[config.mk]
export PLATFORM = sky130hd
export DESIGN_NAME = peripheral_msi_wb_driver
export DESIGN_NICKNAME = d
export VERILOG_FILES = /design/src/rtl/peripheral_msi_wb_driver.sv
export SDC_FILE = /design/constraint.sdc
export NUM_CORES = 1
export LEC_CHECK = 0
export ABC_AREA = 0
export ABC_CLOCK_PERIOD_IN_PS = 4900
export CORE_MARGIN = 8
export CORE_UTILIZATION = 25
export CTS_CLUSTER_SIZE = 10
export DETAILED_ROUTE_END_ITERATION = 7
export PLACE_DENSITY = 0.54
export SYNTH_ARGS = -nofsm -noshare
export SYNTH_HDL_FRONTEND = slang
export SYNTH_SLANG_ARGS = --single-unit
export TNS_END_PERCENT = 1
[constraint.sdc]
create_clock -name wb_clk_i -period 4.9 [get_ports wb_clk_i]
set_input_delay 1.225 -clock wb_clk_i [delete_from_list [all_inputs] [get_ports wb_clk_i]]
set_output_delay 1.225 -clock wb_clk_i [all_outputs]
set_load 0.05 [all_outputs]
[src/rtl/peripheral_msi_wb_driver.sv]
// Wishbone master for the 16550-style MSI/UART slave: programs the line and FIFO
// settings after reset, then polls LSR to move bytes between the UART and valid/ready streams.
module peripheral_msi_wb_driver #(
    parameter logic [15:0] DIVISOR  = 16'd27,
    parameter logic [7:0]  LCR_VAL  = 8'h03,
    parameter int          POLL_GAP = 4,
    parameter int          TIMEOUT  = 64
) (
    input  logic       wb_clk_i,
    input  logic       wb_rst_i,
    output logic [2:0] wb_adr_o,
    output logic [7:0] wb_dat_o,
    input  logic [7:0] wb_dat_i,
    output logic       wb_we_o,
    output logic       wb_stb_o,
    output logic       wb_cyc_o,
    output logic [3:0] wb_sel_o,
    input  logic       wb_ack_i,
    input  logic [7:0] tx_data_i,
    input  logic       tx_valid_i,
    output logic       tx_ready_o,
    output logic [7:0] rx_data_o,
    output logic       rx_valid_o,
    input  logic       rx_ready_i,
    output logic       init_done_o,
    output logic       err_o
);

    typedef enum logic [2:0] {
        S_INIT,
        S_GAP,
        S_LSR_RD,
        S_RBR_RD,
        S_THR_WR,
        S_HALT
    } state_t;

    localparam int              TO_W     = $clog2(TIMEOUT + 1);
    localparam logic [TO_W-1:0] TO_LAST  = TO_W'(TIMEOUT - 1);
    localparam logic [7:0]      GAP_LOAD = 8'((POLL_GAP > 0) ? POLL_GAP - 1 : 0);
    // With no poll gap the idle path goes straight back to reading LSR.
    localparam state_t          IDLE_STATE = (POLL_GAP == 0) ? S_LSR_RD : S_GAP;

    localparam logic [2:0] ADR_RBR_THR = 3'd0;
    localparam logic [2:0] ADR_DLM_IER = 3'd1;
    localparam logic [2:0] ADR_FCR     = 3'd2;
    localparam logic [2:0] ADR_LCR     = 3'd3;
    localparam logic [2:0] ADR_LSR     = 3'd5;

    state_t          state_q, state_d;
    logic [2:0]      step_q, step_d;
    logic [7:0]      gap_cnt_q, gap_cnt_d;
    logic [TO_W-1:0] to_cnt_q, to_cnt_d;
    logic            cyc_q, cyc_d;
    logic            stb_q, stb_d;
    logic            we_q, we_d;
    logic [3:0]      sel_q, sel_d;
    logic [2:0]      adr_q, adr_d;
    logic [7:0]      dat_q, dat_d;
    logic [7:0]      rx_data_q, rx_data_d;
    logic            rx_valid_q, rx_valid_d;
    logic            tx_ready_q, tx_ready_d;
    logic            init_done_q, init_done_d;
    logic            err_q, err_d;

    logic [2:0] bus_adr;
    logic       bus_we;
    logic [7:0] bus_dat;

    // Address/data/direction of the transfer owned by the current state.
    always_comb begin : bus_request
        bus_adr = 3'd0;
        bus_we  = 1'b0;
        bus_dat = dat_q;
        case (state_q)
            S_INIT: begin
                bus_we = 1'b1;
                case (step_q)
                    3'd0: begin bus_adr = ADR_LCR;     bus_dat = LCR_VAL | 8'h80; end
                    3'd1: begin bus_adr = ADR_RBR_THR; bus_dat = DIVISOR[7:0];    end
                    3'd2: begin bus_adr = ADR_DLM_IER; bus_dat = DIVISOR[15:8];   end
                    3'd3: begin bus_adr = ADR_LCR;     bus_dat = LCR_VAL & 8'h7F; end
                    3'd4: begin bus_adr = ADR_FCR;     bus_dat = 8'h07;           end
                    default: begin bus_adr = ADR_DLM_IER; bus_dat = 8'h00;       end
                endcase
            end
            S_LSR_RD: bus_adr = ADR_LSR;
            S_RBR_RD: bus_adr = ADR_RBR_THR;
            S_THR_WR: begin
                bus_adr = ADR_RBR_THR;
                bus_we  = 1'b1;
            end
            default: ;
        endcase
    end

    always_comb begin : next_state
        state_d     = state_q;
        step_d      = step_q;
        gap_cnt_d   = gap_cnt_q;
        to_cnt_d    = '0;
        cyc_d       = cyc_q;
        stb_d       = stb_q;
        we_d        = we_q;
        adr_d       = adr_q;
        dat_d       = dat_q;
        rx_data_d   = rx_data_q;
        rx_valid_d  = rx_valid_q & ~rx_ready_i;
        tx_ready_d  = 1'b0;
        init_done_d = init_done_q;
        err_d       = err_q;

        case (state_q)
            S_GAP: begin
                if (gap_cnt_q == 8'd0) begin
                    state_d = S_LSR_RD;
                end else begin
                    gap_cnt_d = gap_cnt_q - 8'd1;
                end
            end
            S_HALT: ;
            default: begin
                if (!cyc_q) begin
                    // Every bus state enters with the bus idle; open its cycle now.
                    cyc_d = 1'b1;
                    stb_d = 1'b1;
                    adr_d = bus_adr;
                    we_d  = bus_we;
                    dat_d = bus_dat;
                end else if (wb_ack_i) begin
                    cyc_d = 1'b0;
                    stb_d = 1'b0;
                    case (state_q)
                        S_INIT: begin
                            if (step_q == 3'd5) begin
                                init_done_d = 1'b1;
                                state_d     = IDLE_STATE;
                                gap_cnt_d   = GAP_LOAD;
                            end else begin
                                step_d = step_q + 3'd1;
                            end
                        end
                        S_LSR_RD: begin
                            // Draining RX wins over TX so the receive FIFO cannot overrun.
                            if (wb_dat_i[0] && !rx_valid_q) begin
                                state_d = S_RBR_RD;
                            end else if (wb_dat_i[5] && tx_valid_i) begin
                                state_d = S_THR_WR;
                                dat_d   = tx_data_i;
                            end else begin
                                state_d   = IDLE_STATE;
                                gap_cnt_d = GAP_LOAD;
                            end
                        end
                        S_RBR_RD: begin
                            rx_data_d  = wb_dat_i;
                            rx_valid_d = 1'b1;
                            state_d    = S_LSR_RD;
                        end
                        S_THR_WR: begin
                            tx_ready_d = 1'b1;
                            state_d    = IDLE_STATE;
                            gap_cnt_d  = GAP_LOAD;
                        end
                        default: ;
                    endcase
                end else if (to_cnt_q == TO_LAST) begin
                    cyc_d   = 1'b0;
                    stb_d   = 1'b0;
                    err_d   = 1'b1;
                    state_d = S_HALT;
                end else begin
                    to_cnt_d = to_cnt_q + 1'b1;
                end
            end
        endcase

        sel_d = cyc_d ? 4'b0001 : 4'b0000;
    end

    always_ff @(posedge wb_clk_i or posedge wb_rst_i) begin
        if (wb_rst_i) begin
            state_q     <= S_INIT;
            step_q      <= 3'd0;
            gap_cnt_q   <= 8'd0;
            to_cnt_q    <= '0;
            cyc_q       <= 1'b0;
            stb_q       <= 1'b0;
            we_q        <= 1'b0;
            sel_q       <= 4'b0000;
            adr_q       <= 3'd0;
            dat_q       <= 8'h00;
            rx_data_q   <= 8'h00;
            rx_valid_q  <= 1'b0;
            tx_ready_q  <= 1'b0;
            init_done_q <= 1'b0;
            err_q       <= 1'b0;
        end else begin
            state_q     <= state_d;
            step_q      <= step_d;
            gap_cnt_q   <= gap_cnt_d;
            to_cnt_q    <= to_cnt_d;
            cyc_q       <= cyc_d;
            stb_q       <= stb_d;
            we_q        <= we_d;
            sel_q       <= sel_d;
            adr_q       <= adr_d;
            dat_q       <= dat_d;
            rx_data_q   <= rx_data_d;
            rx_valid_q  <= rx_valid_d;
            tx_ready_q  <= tx_ready_d;
            init_done_q <= init_done_d;
            err_q       <= err_d;
        end
    end

    assign wb_adr_o    = adr_q;
    assign wb_dat_o    = dat_q;
    assign wb_we_o     = we_q;
    assign wb_stb_o    = stb_q;
    assign wb_cyc_o    = cyc_q;
    assign wb_sel_o    = sel_q;
    assign tx_ready_o  = tx_ready_q;
    assign rx_data_o   = rx_data_q;
    assign rx_valid_o  = rx_valid_q;
    assign init_done_o = init_done_q;
    assign err_o       = err_q;

endmodule

# After elaboration in Yosys (flattened, before gate mapping)
# Index checks and enable logic that the tools add are counted.
dict set report op_classes {
  n_addsub 3
  shifts 0
  muxes 47
  div 0
  n_mul 0
  reduce_logical 23
  n_lt_le_gt_ge 0
  n_bitwise 7
  eq_ne 22
}
# cell count
set op_table {}
lappend op_table {{8-bit two-way mux} 12}
lappend op_table {{8-bit one-hot mux with 4 select lines} 1}
lappend op_table {{7-bit two-way mux} 4}
lappend op_table {{8-bit one-hot mux with 3 select lines} 1}
lappend op_table {{3-bit two-way mux} 7}
lappend op_table {{1-bit two-way mux} 17}
lappend op_table {{8-bit one-hot mux with 2 select lines} 1}
lappend op_table {{3-bit == test, second input constant} 4}
lappend op_table {{3-bit one-hot mux with 2 select lines} 2}
lappend op_table {{3-bit one-hot mux with 4 select lines} 1}
lappend op_table {{6-bit AND reduction} 2}
lappend op_table {{5-bit AND reduction} 2}
lappend op_table {{3-bit by 2-bit == test with 1-bit output, second input constant} 3}
lappend op_table {{3-bit inequality test, second input constant} 3}
lappend op_table {{8-bit logical NOT} 1}
lappend op_table {{2-bit inequality test, second input constant} 4}
lappend op_table {{4-bit AND reduction} 2}
lappend op_table {{8-bit AND reduction} 1}
lappend op_table {{8-bit by 1-bit subtractor with 8-bit output, second input constant} 1}
lappend op_table {{7-bit by 1-bit adder with 7-bit output, second input constant} 1}
lappend op_table {{7-bit by 6-bit == test with 1-bit output, second input constant} 1}
lappend op_table {{3-bit by 1-bit == test with 1-bit output, second input constant} 2}
lappend op_table {{3-bit logical NOT} 2}
lappend op_table {{6-bit by 1-bit inequality test with 1-bit output, second input constant} 1}
lappend op_table {{other kinds (14)} 26}
dict set report word_totals {
  word_cells 117
  rom_bits 0
  output_inout_bits 30
  in_bits 21
  mem_count 0
  latch_bits 0
  ff_bits 48
  ramBits 0
}

# Depth between registers and ports, before layout
dict set report logic_depth {
  depth_word 7
  mapped_depth 6
  depth_no_buf 6
}

# Worst setup path after synthesis
# No wires, ideal clock.
dict set report synth_path {
  path_type {input to register}
  start {input wb_dat_i[0]}
  end {register dat_q[2], in the netlist wb_dat_o[2]}
  required_time_ns 4.775
  path_stages 4
  arrival_time_ns 2.428
  setup_time_ns 0.125
  n_path_buf 0
  setup_slack_ns 2.346
  cell_sequence {nor2b_1 -> o32a_1 -> nor3_4 -> mux2_4}
}
dict set report synth_via {
  elab_chain_len 3
}
# item line
set synth_rtl {}
lappend synth_rtl {{start: declaration} 13} ;# input logic [7:0] wb_dat_i,
lappend synth_rtl {{1-bit logical AND} 145} ;# if (wb_dat_i[0] && !rx_valid_q) begin
lappend synth_rtl {{2-bit inequality test (no source line)} n/a}
lappend synth_rtl {{6-bit AND reduction (no source line)} n/a}
lappend synth_rtl {{end signal: assignment} 208} ;# dat_q <= dat_d;
lappend synth_rtl {{end: declaration} 59} ;# logic [7:0] dat_q, dat_d;
# No other way between the ends.
# A chain may end at the register's enable or synchronous reset.

==> flow_summary.json <==
{
  "maxCapViolCount": 0,
  "netlist.area_leader.share_pct": 47.5,
  "max_freq_ghz": 0.294,
  "drc_errors": 0,
  "yosysSeqAreaShare_pct": 47.5,
  "cts_resized": 0,
  "worst-path-buf-inv": 1,
  "worst_pin_slew_ns": 0.982,
  "clk_pin_slew_worst_paths_ns": 0.09,
  "postPlaceCellArea_um2": 3030,
  "cellPowerDensity_nw_per_um2": 698,
  "period_needed_ns": 3.40,
  "timing_worst_setup_path_type": "flop to output port",
  "drive_gt1_share_pct": 10.5,
  "synth-async-reset-ratio_pct": 100,
  "numCtsBuffers": 5,
  "final_antenna_net_count": 0,
  "gr-usage-all-layers_pct": 9.23,
  "crit_family": "buffers and inverters",
  "setup.worst_path.start": "wb_cyc_o$_DFFE_PP0P_",
  "synth_area_um2": 2470,
  "grt_pass1_wl_um": 9780,
  "synth_most_common_cell": "dfrtp_1",
  "grt.overflow.total": 0,
  "core_um2": 9680,
  "period_share_pct": 69.3,
  "synth.yosys.warnings": 0,
  "postSynthAreaPerCell_um2": 10.6,
  "synth_largest_area_cell": "dfrtp_1",
  "dr.pass1.iters": 4,
  "finalWirelength_um": 6020,
  "relSlewSlack_pct": 34.4,
  "nets": 305,
  "critPathRequiredTime_ns": 3.67,
  "syn_inst": 233,
  "gp_congestion": 0.788,
  "hold_buffers": 0,
  "synth_edf_count": 0,
  "min-delay-start": "to_cnt_q[0]$_DFF_PP0_",
  "die_w_um": 115,
  "fin_hold_ws_ns": 0.466,
  "dpl.hpwl_um": 4230,
  "die_area_um2": 13300,
  "clk_latency_ns": 0.30,
  "num_antenna_cells": 0,
  "via_per_inst": 4.61,
  "peakVddDrop_v": 0.000307,
  "setup_viol": 0,
  "clock_skew_ns": 0.00704,
  "max_stage_delay_ns": 0.95,
  "vias": 1892,
  "crit_path_top_delay_cell": "clkdlybuf4s50_1",
  "cp.arrival_ns": 2.17,
  "wl_per_cell_um": 14.7,
  "status": "complete, no violations",
  "start_util_pct": 25.6,
  "cts_buffer_depth": 2,
  "io_buffers": 47,
  "ys_top_cells_by_area": "dfrtp_1, mux2_2, ha_1, a21oi_1, inv_1",
  "grt_max_degree": 48,
  "regToRegStartpoint": "wb_cyc_o$_DFFE_PP0P_",
  "ctsRootBufferMaster": "clkbuf_8",
  "setup-tns-final_ns": 0,
  "area_growth_pct": 26.6,
  "rows": 36,
  "cts_setup_buffers": 0,
  "rsz0062_at_grt": "no",
  "num_io_pins": 51,
  "p_leak_nw": 1.34,
  "ys.flop_type": "dfrtp_1",
  "grt_pass1_vias": 1883,
  "htreeDepth": 2,
  "slew_violations": 0,
  "hold_path_class": "flop to flop",
  "path_cells": "clkdlybuf4s50_1",
  "synthTopCellsByCount": "dfrtp_1, inv_1, nand2_1",
  "synth_cell_type_count": 53,
  "drtIter0Drc": 109,
  "hold_viol": 0,
  "antenna_found_initial": 0,
  "crit_fanout": 24,
  "fin_area_um2": 3130,
  "cts_tree": "done",
  "cts.sinks": 47,
  "ys_seq_elements": 47,
  "cp-end-kind": "output port",
  "critPathLaunchType": "flop",
  "die-height_um": 115
}
[layer usage]
metal | share of wire (%) | GRT usage, %
met1 | 47 | 12.0
met2 | 45 | 14.1
met3 | 7.4 | 3.39
met4 | 0.63 | 2.36
met5 | 0 | 0
[state kept, by name, summed over array words and instances (netlist names)]
name         cells
tx_ready_o       1
wb_dat_o         8
to_cnt_q         7
gap_cnt_q        8
init_done_o      1
step_q           3
rx_data_o        8
wb_adr_o         3
wb_we_o          1
state_q          3
rx_valid_o       1
err_o            1
wb_cyc_o         1
wb_stb_o         1
[through the flow]
stage	instances	setup slack (ns)	utilization (%)	power, mW
after floorplan	235	2.35	-	1.59
after global placement	403	1.39	31.3	1.90
after detailed placement	403	1.32	31.3	1.92
after CTS	410	1.50	32.4	2.22
after global routing	410	1.42	32.4	2.34
final	410	1.50	32.4	2.19
[logic make-up after synthesis]
group | after synthesis | share of synthesized area (%)
AO/OA/AOI/OAI | 51 | 14.9
adder cells (fa/ha/maj) | 7 | 3.54
multiplexers | 20 | 9.25
AND/OR/NAND/NOR | 73 | 16.8
buffers and inverters | 29 | 6.12
flip-flops | 47 | 47.5
other | 1 | 0.152
XOR/XNOR | 5 | 1.77
[report_power, final]
| part | switching [mW] | internal (mW) | leakage, nW |
|---|---|---|---|
| logic | 0.712 | 0.463 | 0.682 |
| registers | 0.197 | 0.537 | 0.603 |
| clock network | 0.130 | 0.150 | 0.0513 |
[layout by cell type, fill, tap and decap left out, types with 4 or more instances in the layout]
cell type         n
mux2i_1           6
a31oi_1           4
nor2_1           12
clkbuf_8          5
nor3_1            9
nor2b_1           4
o21a_1            4
clkdlybuf4s50_1  47
inv_1            16
a21oi_1          13
a21o_1            4
dfrtp_1          47
o21ai_0           8
mux2_2           11
nand2b_1          5
nand3_1           6
ha_1              7
nand2_1          16
[worst paths after layout]
check                                           end  slack [ns]  cells past startpoint
setup / recovery                        wb_sel_o[0]        1.50                      1
min in group asynchronous  rx_data_o[5]$_DFFE_PP0P_        1.46                      2
hold / removal                to_cnt_q[0]$_DFF_PP0_        0.47                      1
hold reg to reg               to_cnt_q[0]$_DFF_PP0_        0.47                      1
setup reg to reg            wb_dat_o[2]$_DFFE_PP0P_        2.40                      4
max in group asynchronous   wb_dat_o[5]$_DFFE_PP0P_        2.81                      2
[layout make-up]
cell class / count / area [µm²]
clock buffers: 6 / 72.6
inverters: 17 / 63.8
fillers: 1014 / 6550
multi-input cells: 159 / 1150
flip-flops and latches: 47 / 1180
clock inverters: 1 / 30.0
repair buffers: 47 / 470
well taps: 133 / 166
No activity file was read; power rests on OpenSTA's default activity.
